<file path="src/rtl/cache_pkg.sv">
// Shared types for the associative cache set.
//   mode_e        : access mode encoding on the 'mode' port
//   flush_state_e : write-back walk state
//   LfuCntWidth   : width of the per-way use counter (LFU build only)
package cache_pkg;

  typedef enum logic [1:0] {
    ModeReq   = 2'b00,
    ModeAlloc = 2'b01,
    ModeRead  = 2'b10,
    ModeWrite = 2'b11
  } mode_e;

  typedef enum logic [1:0] {
    StIdle  = 2'b00,
    StScan  = 2'b01,
    StDrain = 2'b10,
    StDone  = 2'b11
  } flush_state_e;

  localparam int unsigned LfuCntWidth = 8;

endpackage

</file>
<file path="src/rtl/cache_way.sv">
// One way of the set: tag, valid, dirty, replacement state and the line words.
// Ports:
//   clk_i, rst_i        : clock, asynchronous active-high reset
//   rd_index_i/rd_word_o: combinational word read port
//   wr_en_i/wr_index_i/wr_data_i : word write (also marks the line dirty)
//   alloc_en_i/alloc_tag_i       : install a new tag (valid, clean)
//   clean_en_i          : clear dirty after write-back
//   rep_en_i/rep_d_i    : load new replacement state (age or use counter)
//   valid_o/dirty_o/tag_o/rep_o  : current way state
// Line words are deliberately not reset.
module cache_way #(
  parameter int unsigned TAG_WIDTH  = 8,
  parameter int unsigned LINE_WIDTH = 2,
  parameter int unsigned DATA_WIDTH = 32,
  parameter int unsigned REP_WIDTH  = 2,
  parameter logic [REP_WIDTH-1:0] REP_INIT = '0
) (
  input  logic                  clk_i,
  input  logic                  rst_i,
  input  logic [LINE_WIDTH-1:0] rd_index_i,
  output logic [DATA_WIDTH-1:0] rd_word_o,
  input  logic                  wr_en_i,
  input  logic [LINE_WIDTH-1:0] wr_index_i,
  input  logic [DATA_WIDTH-1:0] wr_data_i,
  input  logic                  alloc_en_i,
  input  logic [TAG_WIDTH-1:0]  alloc_tag_i,
  input  logic                  clean_en_i,
  input  logic                  rep_en_i,
  input  logic [REP_WIDTH-1:0]  rep_d_i,
  output logic                  valid_o,
  output logic                  dirty_o,
  output logic [TAG_WIDTH-1:0]  tag_o,
  output logic [REP_WIDTH-1:0]  rep_o
);

  localparam int unsigned Words = 2 ** LINE_WIDTH;

  logic [DATA_WIDTH-1:0] words_q [Words];
  logic                  valid_q, valid_d;
  logic                  dirty_q, dirty_d;
  logic [TAG_WIDTH-1:0]  tag_q, tag_d;
  logic [REP_WIDTH-1:0]  rep_q, rep_d;

  always_comb begin
    valid_d = valid_q;
    dirty_d = dirty_q;
    tag_d   = tag_q;
    rep_d   = rep_q;
    if (alloc_en_i) begin
      valid_d = 1'b1;
      dirty_d = 1'b0;
      tag_d   = alloc_tag_i;
    end else if (wr_en_i) begin
      dirty_d = 1'b1;
    end else if (clean_en_i) begin
      dirty_d = 1'b0;
    end
    if (rep_en_i) begin
      rep_d = rep_d_i;
    end
  end

  always_ff @(posedge clk_i or posedge rst_i) begin
    if (rst_i) begin
      valid_q <= 1'b0;
      dirty_q <= 1'b0;
      tag_q   <= '0;
      rep_q   <= REP_INIT;
    end else begin
      valid_q <= valid_d;
      dirty_q <= dirty_d;
      tag_q   <= tag_d;
      rep_q   <= rep_d;
    end
  end

  always_ff @(posedge clk_i) begin
    if (wr_en_i) begin
      words_q[wr_index_i] <= wr_data_i;
    end
  end

  assign rd_word_o = words_q[rd_index_i];
  assign valid_o   = valid_q;
  assign dirty_o   = dirty_q;
  assign tag_o     = tag_q;
  assign rep_o     = rep_q;

endmodule

</file>
<file path="src/rtl/assoc_cache_set.sv">
// One set of an N-way associative cache with LRU replacement and a
// write-back flush walker.
// Ports:
//   clk, reset (async, active-high), en (global enable), tick_en (replacement update)
//   mode/target/index/data : access request (10 read, 11 write, 00 req, 01 alloc)
//   hit/out                : combinational lookup result
//   dirty/tag/victim       : state of the way chosen for replacement
//   flush_req/flush_busy/flush_done : write-back walk control
//   wb_valid/wb_ready/wb_tag/wb_index/wb_data : write-back beat handshake
// Build option: define CACHE_LFU_EN to replace LRU ages with 8-bit saturating
// use counters (victim = invalid way first, else lowest count, lowest index on ties).
`ifndef CACHE_T
`define CACHE_T 8
`endif
`ifndef CACHE_B
`define CACHE_B 2
`endif
`ifndef CACHE_E
`define CACHE_E 4
`endif

module assoc_cache_set
  import cache_pkg::*;
#(
  parameter int unsigned TAG_WIDTH  = `CACHE_T,
  parameter int unsigned LINE_WIDTH = `CACHE_B,
  parameter int unsigned SET_SIZE   = `CACHE_E,
  parameter int unsigned DATA_WIDTH = 32,
  parameter int unsigned KEY_WIDTH  = $clog2(SET_SIZE)
) (
  input  logic                  clk,
  input  logic                  reset,
  input  logic                  en,
  input  logic                  tick_en,
  input  logic [1:0]            mode,
  input  logic [TAG_WIDTH-1:0]  target,
  input  logic [LINE_WIDTH-1:0] index,
  input  logic [DATA_WIDTH-1:0] data,
  output logic                  hit,
  output logic [DATA_WIDTH-1:0] out,
  output logic                  dirty,
  output logic [TAG_WIDTH-1:0]  tag,
  output logic [KEY_WIDTH-1:0]  victim,
  input  logic                  flush_req,
  output logic                  flush_busy,
  output logic                  wb_valid,
  input  logic                  wb_ready,
  output logic [TAG_WIDTH-1:0]  wb_tag,
  output logic [LINE_WIDTH-1:0] wb_index,
  output logic [DATA_WIDTH-1:0] wb_data,
  output logic                  flush_done
);

`ifdef CACHE_LFU_EN
  localparam int unsigned RepWidth = LfuCntWidth;
`else
  localparam int unsigned RepWidth = KEY_WIDTH;
`endif

  logic [SET_SIZE-1:0]   way_valid, way_dirty, match;
  logic [SET_SIZE-1:0]   wr_en, alloc_en, clean_en, rep_en;
  logic [TAG_WIDTH-1:0]  way_tag  [SET_SIZE];
  logic [DATA_WIDTH-1:0] way_word [SET_SIZE];
  logic [RepWidth-1:0]   way_rep  [SET_SIZE];
  logic [RepWidth-1:0]   rep_d    [SET_SIZE];

  flush_state_e          state_q, state_d;
  logic [KEY_WIDTH:0]    way_ptr_q, way_ptr_d;  // extra bit marks "past the last way"
  logic [LINE_WIDTH-1:0] word_ptr_q, word_ptr_d;
  logic                  wb_valid_q, wb_valid_d;
  logic                  flush_done_q, flush_done_d;

  mode_e                 mode_op;
  logic                  busy, access, touch;
  logic                  read_op, write_op, alloc_op;
  logic [KEY_WIDTH-1:0]  hit_way, victim_way, touch_way, ptr_way;
  logic [LINE_WIDTH-1:0] rd_index;

  assign mode_op  = mode_e'(mode);
  assign busy     = (state_q != StIdle);
  assign access   = en && !busy;
  assign read_op  = (mode_op == ModeRead);
  assign write_op = (mode_op == ModeWrite);
  assign alloc_op = (mode_op == ModeAlloc);
  assign ptr_way  = way_ptr_q[KEY_WIDTH-1:0];
  // While walking, the shared read port serves the write-back beat.
  assign rd_index = busy ? word_ptr_q : index;

  for (genvar g = 0; g < SET_SIZE; g++) begin : g_way
`ifdef CACHE_LFU_EN
    localparam logic [RepWidth-1:0] RepInit = '0;
`else
    localparam logic [RepWidth-1:0] RepInit = RepWidth'(g);
`endif
    cache_way #(
      .TAG_WIDTH  (TAG_WIDTH),
      .LINE_WIDTH (LINE_WIDTH),
      .DATA_WIDTH (DATA_WIDTH),
      .REP_WIDTH  (RepWidth),
      .REP_INIT   (RepInit)
    ) u_way (
      .clk_i       (clk),
      .rst_i       (reset),
      .rd_index_i  (rd_index),
      .rd_word_o   (way_word[g]),
      .wr_en_i     (wr_en[g]),
      .wr_index_i  (index),
      .wr_data_i   (data),
      .alloc_en_i  (alloc_en[g]),
      .alloc_tag_i (target),
      .clean_en_i  (clean_en[g]),
      .rep_en_i    (rep_en[g]),
      .rep_d_i     (rep_d[g]),
      .valid_o     (way_valid[g]),
      .dirty_o     (way_dirty[g]),
      .tag_o       (way_tag[g]),
      .rep_o       (way_rep[g])
    );
  end

  // Lookup: at most one way can match, so a simple priority encode suffices.
  always_comb begin
    match   = '0;
    hit_way = '0;
    for (int i = 0; i < SET_SIZE; i++) begin
      match[i] = way_valid[i] && (way_tag[i] == target);
      if (match[i]) hit_way = KEY_WIDTH'(i);
    end
  end

  assign hit = (|match) && !busy;
  assign out = hit ? way_word[hit_way] : '0;

  // Victim selection: lowest-index invalid way first.
  always_comb begin
    logic                found;
    logic [RepWidth-1:0] best;
    found      = 1'b0;
    victim_way = '0;
    best       = '1;
    for (int i = 0; i < SET_SIZE; i++) begin
      if (!found && !way_valid[i]) begin
        victim_way = KEY_WIDTH'(i);
        found      = 1'b1;
      end
    end
    if (!found) begin
`ifdef CACHE_LFU_EN
      victim_way = '0;
      best       = way_rep[0];
      for (int i = 1; i < SET_SIZE; i++) begin
        if (way_rep[i] < best) begin
          best       = way_rep[i];
          victim_way = KEY_WIDTH'(i);
        end
      end
`else
      for (int i = 0; i < SET_SIZE; i++) begin
        if (way_rep[i] == RepWidth'(SET_SIZE - 1)) victim_way = KEY_WIDTH'(i);
      end
`endif
    end
  end

  assign victim = victim_way;
  assign dirty  = way_dirty[victim_way];
  assign tag    = way_tag[victim_way];

  // Access side effects and replacement-state update.
  always_comb begin
    touch_way = alloc_op ? victim_way : hit_way;
    touch     = access && (alloc_op || (tick_en && hit && (read_op || write_op)));
    wr_en     = '0;
    alloc_en  = '0;
    rep_en    = '0;
    for (int i = 0; i < SET_SIZE; i++) begin
      rep_d[i]    = way_rep[i];
      wr_en[i]    = access && write_op && match[i];
      alloc_en[i] = access && alloc_op && (victim_way == KEY_WIDTH'(i));
`ifdef CACHE_LFU_EN
      if (touch && (touch_way == KEY_WIDTH'(i))) begin
        rep_en[i] = 1'b1;
        if (alloc_op)              rep_d[i] = RepWidth'(1);
        else if (way_rep[i] != '1) rep_d[i] = way_rep[i] + RepWidth'(1);
      end
`else
      // Ages stay a permutation: younger-than-touched ways age by one.
      rep_en[i] = touch;
      if (touch_way == KEY_WIDTH'(i))           rep_d[i] = '0;
      else if (way_rep[i] < way_rep[touch_way]) rep_d[i] = way_rep[i] + RepWidth'(1);
`endif
    end
  end

  // Flush walker next state.
  always_comb begin
    state_d    = state_q;
    way_ptr_d  = way_ptr_q;
    word_ptr_d = word_ptr_q;
    clean_en   = '0;
    if (en) begin
      unique case (state_q)
        StIdle: begin
          if (flush_req) begin
            state_d   = StScan;
            way_ptr_d = '0;
          end
        end
        StScan: begin
          if (way_ptr_q == (KEY_WIDTH + 1)'(SET_SIZE)) begin
            state_d = StDone;
          end else if (way_valid[ptr_way] && way_dirty[ptr_way]) begin
            state_d    = StDrain;
            word_ptr_d = '0;
          end else begin
            way_ptr_d = way_ptr_q + 1'b1;
          end
        end
        StDrain: begin
          if (wb_ready) begin
            if (word_ptr_q == '1) begin
              clean_en[ptr_way] = 1'b1;
              way_ptr_d         = way_ptr_q + 1'b1;
              state_d           = StScan;
            end else begin
              word_ptr_d = word_ptr_q + 1'b1;
            end
          end
        end
        StDone: state_d = StIdle;
        default: state_d = StIdle;
      endcase
    end
    wb_valid_d   = (state_d == StDrain);
    flush_done_d = (state_d == StDone);
  end

  always_ff @(posedge clk or posedge reset) begin
    if (reset) begin
      state_q      <= StIdle;
      way_ptr_q    <= '0;
      word_ptr_q   <= '0;
      wb_valid_q   <= 1'b0;
      flush_done_q <= 1'b0;
    end else begin
      state_q      <= state_d;
      way_ptr_q    <= way_ptr_d;
      word_ptr_q   <= word_ptr_d;
      wb_valid_q   <= wb_valid_d;
      flush_done_q <= flush_done_d;
    end
  end

  assign flush_busy = busy;
  assign wb_valid   = wb_valid_q;
  assign flush_done = flush_done_q;
  assign wb_tag     = way_tag[ptr_way];
  assign wb_index   = word_ptr_q;
  assign wb_data    = way_word[ptr_way];

endmodule

</file>
<file path="config.mk">
export PLATFORM = sky130hd
export DESIGN_NAME = assoc_cache_set
export DESIGN_NICKNAME = d
export VERILOG_FILES = /design/src/rtl/cache_pkg.sv /design/src/rtl/cache_way.sv /design/src/rtl/assoc_cache_set.sv
export SDC_FILE = /design/constraint.sdc
export NUM_CORES = 1
export LEC_CHECK = 0
export ABC_AREA = 1
export CORE_UTILIZATION = 40
export DETAILED_ROUTE_END_ITERATION = 8
export GPL_TIMING_DRIVEN = 0
export SYNTH_ARGS = -nofsm -noshare
export SYNTH_HDL_FRONTEND = slang
export SYNTH_SLANG_ARGS = --single-unit
</file>
<file path="constraint.sdc">
create_clock -name clk -period 4.3 [get_ports clk]
set_input_delay 0.43 -clock clk [delete_from_list [all_inputs] [get_ports clk]]
set_output_delay 0.43 -clock clk [all_outputs]
set_load 0.05 [all_outputs]
</file>
Word-level counts from Yosys, hierarchy flattened
Memory sizes are Yosys's and may differ from the RTL's. Cells that the tools add are included. Widths: inputs -> output; s select.

Input bits: 50. Register bits after elaboration: 57. Memories kept: 4. Bits in writable memories: 512.

Reductions and logical operators: 53. Bitwise gates (word level): 4. Add/sub/neg operators: 6. Equal/unequal tests: 31. Multiplexer cells: 91. $lt $le $gt $ge: 11.

Memory list: g_way[0].u_way.words_q (depth 4, width 32, rd ports 1, clocked after memory_dff 0, write ports 1, RTL line cache_way.sv:38) `logic [DATA_WIDTH-1:0] words_q [Words];`; g_way[1].u_way.words_q (depth 4, width 32, rd ports 1, clocked after memory_dff 0, write ports 1, RTL line cache_way.sv:38); g_way[2].u_way.words_q (depth 4, width 32, rd ports 1, clocked after memory_dff 0, write ports 1, RTL line cache_way.sv:38); g_way[3].u_way.words_q (depth 4, width 32, rd ports 1, clocked after memory_dff 0, write ports 1, RTL line cache_way.sv:38).

Operators with widths (count): $mux 32 (5); $bmux 32 s2 (2); $mux 2 (31); $bmux 8 s2 (2); $eq 8x8->1 (4); $mux 8 (4); $eq 2x2->1 const B (15); $mux 1 (30); $logic_and 1x1->1 (24); $mux 4 (4); $mux 3 (5); $reduce_bool 3->1 (5); $ne 2x2->1 const B (7); $ge 3x3->1 const B (4); $not 2->3 (4); $reduce_bool 2->1 (6); $add 2x1->2 const B (5); $pmux 3 s3 (1); $eq 2x1->1 const B (4); $lt 2x2->1 (4); $pmux 2 s4 (1); $reduce_and 2->1 (4); $reduce_and 7->1 (1); $bmux 1 s2 (3); other kinds (12) (21).

Longest topological paths before layout
Depth after elaboration: 22. Depth in mapped cells: 20. Depth with buffers taken out: 20.

Hierarchy
A second synthesis with hierarchy kept.

Cells, all modules: 3036. Area total of the unflattened synthesis: 27744.1 um2.

By module, submodules not included: cache_way (g_way[1].u_way ...) (times used 2, cells each 558, area an instance 5885.6 um2); cache_way (g_way[3].u_way) (times used 1, cells each 558, area an instance 5886.9 um2); cache_way (g_way[0].u_way) (times used 1, cells each 558, area an instance 5884.4 um2); assoc_cache_set (times used 1, cells each 804, area an instance 4201.5 um2).

Worst setup path after synthesis
Ideal clock, no wire load.

Path kind: flip-flop to output port. Start point: reg state_q[0]. End point: out wb_data[0]. Path slack: 748 ps. Buffers on the path: 2. Data required time: 3870 ps. Cell stages (with the launch flop): 13. Arrival: 3122 ps. Cell sequence: dfrtp_1 inv_1 ha_1 inv_2 nand2_1 nand2_1 buf_2 clkbuf_1 nand2_1 a32o_1 nand2_1 o21ai_0 o21ai_0.

Longest elaborated chain between the ends: 6. Elaborated cells between the ends (all ways): 9. Classes of those cells: mux: 4; reduce/logical: 1; memory: 4.

RTL lines: start: declaration (RTL line assoc_cache_set.sv:67) `flush_state_e state_q, state_d;`; start signal: assignment (RTL line assoc_cache_set.sv:240) `state_q <= StIdle;`; start signal: assignment (RTL line assoc_cache_set.sv:246) `state_q <= state_d;`; $reduce_bool 2->1 * (RTL line assoc_cache_set.sv:80) `assign busy = (state_q != StIdle);`; via flush_busy (RTL line assoc_cache_set.sv:45) `output logic flush_busy,`; $mux 2 * (RTL line assoc_cache_set.sv:87) `assign rd_index = busy ? word_ptr_q : index;`; $mem_v2 4x32; $bmux 32 s2 * (RTL line assoc_cache_set.sv:259) `assign wb_data = way_word[ptr_way];`; $mux 32 (implied by the code) * (2 in a row) (RTL line assoc_cache_set.sv:259); end: declaration (RTL line assoc_cache_set.sv:50) `output logic [DATA_WIDTH-1:0] wb_data,`.

The timed path passes the listed nets; every way through them passes the cells marked *. The select of a mux whose other input is x is not followed.

Final worst setup path
Start point: reg way_ptr_q[0]. End point: out wb_tag[4].

Longest elaborated chain between the ends: 4.

RTL lines: start: declaration (RTL line assoc_cache_set.sv:68) `logic [KEY_WIDTH:0] way_ptr_q, way_ptr_d; // extra bit marks "past the last way"`; start signal: assignment (RTL line assoc_cache_set.sv:247) `way_ptr_q <= way_ptr_d;`; $not 2->3 (implied by the code) (RTL line assoc_cache_set.sv:257) `assign wb_tag = way_tag[ptr_way];`; $bmux 8 s2 (RTL line assoc_cache_set.sv:257); $mux 8 (implied by the code) (2 in a row) (RTL line assoc_cache_set.sv:257); end: declaration (RTL line assoc_cache_set.sv:48) `output logic [TAG_WIDTH-1:0] wb_tag,`.

Every way passes these cells. The select of a mux whose other input is x is not followed.

==> out/results.env <==
OUTCOME='finished clean'
SETUP_TOTAL_NEGATIVE_SLACK_NS=0
FIN_NETS=2512
CLOCK_LATENCY_NS=0.64
TOTAL_POWER_CONSUMPTION_OF_THE_ROUTED_DESIGN_mW=20.9
LAYOUT_SETUP_WS_NS=0.0501
CP_SLOWEST_CELL='clkdlybuf4s50_1'
MAX_FREQ_MHz=235
CP.ARRIVAL_NS=3.82
DRTPASS1ITERATIONS=7
GP_WEIGHTED_CONGESTION=0.919
FINISH.UTILIZATION_PCT=48.7
RSZ_0062_RAISED_AFTER_GLOBAL_ROUTING='yes'
CORE_AREA_UM2=61800
H_TREE_LEVELS=2
GRT_MAX_DEGREE=33
TIMING.CLOCK.SKEW_NS=0.0239
GRT_USAGE_PCT=26.7
CRITICAL_PATH_REQUIRED_NS=3.87
WORST-PATH-STAGES=6
ORDERED_CELL_LIST_FOR_THE_CRITICAL_PATH='clkbuf_1, clkbuf_1, clkbuf_2, a21oi_1, a21oi_1, clkdlybuf4s50_1'
WORST_IR_DROP_VDD_mV=0.414
SYNTHARSTFLOPSHARE_PCT=10.0
CLOCK_TREE_FROM_TRITONCTS='yes'
HOLD_BUFFERS=0
CAP_VIOL_MAX_COUNT=0
OVERFLOW=0
DETAILEDROUTE.FIRSTITERATIONVIOLATIONS=2484
YS.FLOP_TYPE='edfxtp_1'
CTS_BUFFER_DEPTH=3
WORST_SETUP_PATH_END_KIND='output port'
ROOT_BUFFER='clkbuf_16'
DETAIL_ROUTE.WL_PER_CELL_UM=25.9
REMAINING_DESIGN_RULE_VIOLATION_COUNT=0
FLOORPLAN.DIE.HEIGHT_UM=252
GRT_FIRST_PASS_WIRELENGTH_UM=124000
NETLIST_AREA_UM2=25000
PLACED_AREA_UM2=27900
CP_SLOWEST_STAGE_DELAY_NS=0.86
IO_BUFFERS=137
CRITPATHKIND='reg2out'
DIEAREA_UM2=63600
FINAL_CELL_AREA_UM2=30100
WORST-R2R-CELL-COUNT=10
HP-CLASS='in2async'
HOLD_VIOL=0
FLOORPLAN.IO_PINS=139
NUMBER_OF_GLOBAL_ROUTE_VIAS_BEFORE_REPAIR=18388
DPL.HPWL_UM=58600
ANT_NETS=0
TIMING.FINAL.SETUP_VIOLATIONS=0
CLOCK_BUFFER_COUNT_FROM_CTS=58
YS_FF_LATCH=569
WORSTMARGINPINSLEW_NS=0.990
AREAGROWTHSYNTHTOFINISH_PCT=20.3
PATH_MAX_FANOUT=10
CRITICAL_PATH.TOP_DELAY_FAMILY='buffers and inverters'
CELLPOWERDENSITY_nW_PER_UM2=694
SYN_AVG_CELL_AREA_UM2=11.2
POST-ROUTE-MIN-PERIOD_NS=4.25
MOSTFREQUENTLAYOUTCELLS='512 x edfxtp_1, 459 x nand2_1, 219 x o21ai_0'
SYNTH_SEQUENTIAL_AREA_RATIO_PCT=67.1
ROUTED-VIA-COUNT=19662
SYNTH_ENABLE_FLOP_CELLS=512
SYN_INST=2229
AVGVIACOUNTPERCELL=5.90
FILLER_CELL_COUNT_IN_THE_FINAL_LAYOUT=5550
CTS.SINK_COUNT=569
SYNTH_FP_NETS=2293
FINAL-SEQ-AREA_UM2=16800
TIMING.CRITICAL_PATH.FROM_TYPE='flop'
INITIAL_CORE_UTIL_PCT=40.5
WORST-PATH-BUF-INV=4
STATIC-LEAKAGE-POWER_nW=10.9
MAXSLEWHEADROOM_PCT=33.8
PRE_CTS_WS_NS=-0.855
N_ANTENNA_CELL=0
MOST_COMMON_CELL_AFTER_LAYOUT_FILL_AND_TAPS_ASIDE='edfxtp_1'
MULTI_INPUT_AREA_UM2=7660
PERIOD_SHARE_PCT=98.8
PLACEMENTROWS=91
CLK_PIN_SLEW_NS=0.06
SYNTH_WARNINGS=0
FINAL_LAYOUT_SIZE_SUFFIX_GT1_SHARE_PCT=15.6
GRT_ANTENNA_BEFORE_REPAIR=0
DRV_SLEW=0
FP.DIEW_UM=252
TOTALWIRELENGTH_UM=86200
NETLIST-CELL-TYPE-COUNT=46
## synth_stat cells, drive strengths merged, types with 14 or more instances
cell	instances	share of area [%]
a21oi	147	2.9
a32o	64	2.6
buf	37	0.74
clkbuf	101	1.6
dfrtp	53	5.3
edfxtp	512	61
ha	14	0.70
inv	98	1.5
nand2	483	7.5
nand3	39	0.95
nor2	218	3.3
o211ai	95	2.8
o21ai	225	4.5
o22ai	74	1.8
## logic make-up after synthesis
logic type	after synthesis	share of synthesized area, %
adder cells (fa/ha/maj)	14	0.700
XOR/XNOR	6	0.210
buffers and inverters	237	3.78
AND/OR/NAND/NOR	771	12.6
flip-flops	569	67.1
AO/OA/AOI/OAI	632	15.6
## final cells by class
cell class,instances,area share (%)
Sequential cell,569,55.8
Multi-Input combinational cell,1423,25.4
Timing Repair Buffer,159,5.18
Clock buffer,71,5.15
Tap cell,837,3.48
Buffer,138,2.38
Clock inverter,37,1.38
Inverter,99,1.25
## per-layer routing
layer / share of wire, % / up-vias / GRT usage (%)
met4: 4.3 / 2 / 11.1
met2: 46 / 1159 / 42.0
met1: 40 / 9704 / 36.0
met3: 9.9 / 221 / 5.45
li1: - / 8576 / -
met5: 0.010 / - / 0
## path summary, 6_finish.rpt
| kind | to | from | slack [ns] |
|---|---|---|---|
| max reg2reg | g_way[3].u_way.words_q[0][20]$_DFFE_PP_ | g_way[3].u_way.tag_o[4]$_DFFE_PP0P_ | 0.68 |
| min reg2reg | way_ptr_q[2]$_DFFE_PP0P_ | way_ptr_q[2]$_DFFE_PP0P_ | 0.48 |
| max | wb_tag[4] | way_ptr_q[0]$_DFFE_PP0P_ | 0.05 |
| min in group clk | g_way[2].u_way.tag_o[2]$_DFFE_PP0P_ | target[2] | 0.26 |
| max in group asynchronous | g_way[2].u_way.tag_o[0]$_DFFE_PP0P_ | reset | 3.46 |
| min | wb_valid$_DFF_PP0_ | reset | 0.22 |
## report_power, final
part	internal [mW]	switching (mW)
clock network	3.10	2.19
logic	2.55	6.70
registers	6.19	0.190
## metrics by stage
stage          hold WS, ns  std cells
3_3_place_gp         0.463       3203
6_report             0.217       3333
3_5_place_dp         0.476       3220
4_1_cts              0.231       3333
2_1_floorplan        0.444       2229
5_1_grt              0.256       3333
## repair_timing
item	in CTS	in global routing
resized for setup	325	159
gates cloned	0	0
setup buffers	5	0
setup endpoints to repair	72	77
## registers in the layout, summed over array words and instances, names as in the netlist
name / cells
g_way.u_way.valid_o: 4
g_way.u_way.tag_o: 32
g_way.u_way.dirty_o: 4
flush_done: 1
g_way.u_way.rep_o: 8
state_q: 2
wb_valid: 1
g_way.u_way.words_q: 512
wb_index: 2
way_ptr_q: 3
No activity file was read; power rests on OpenSTA's default activity.
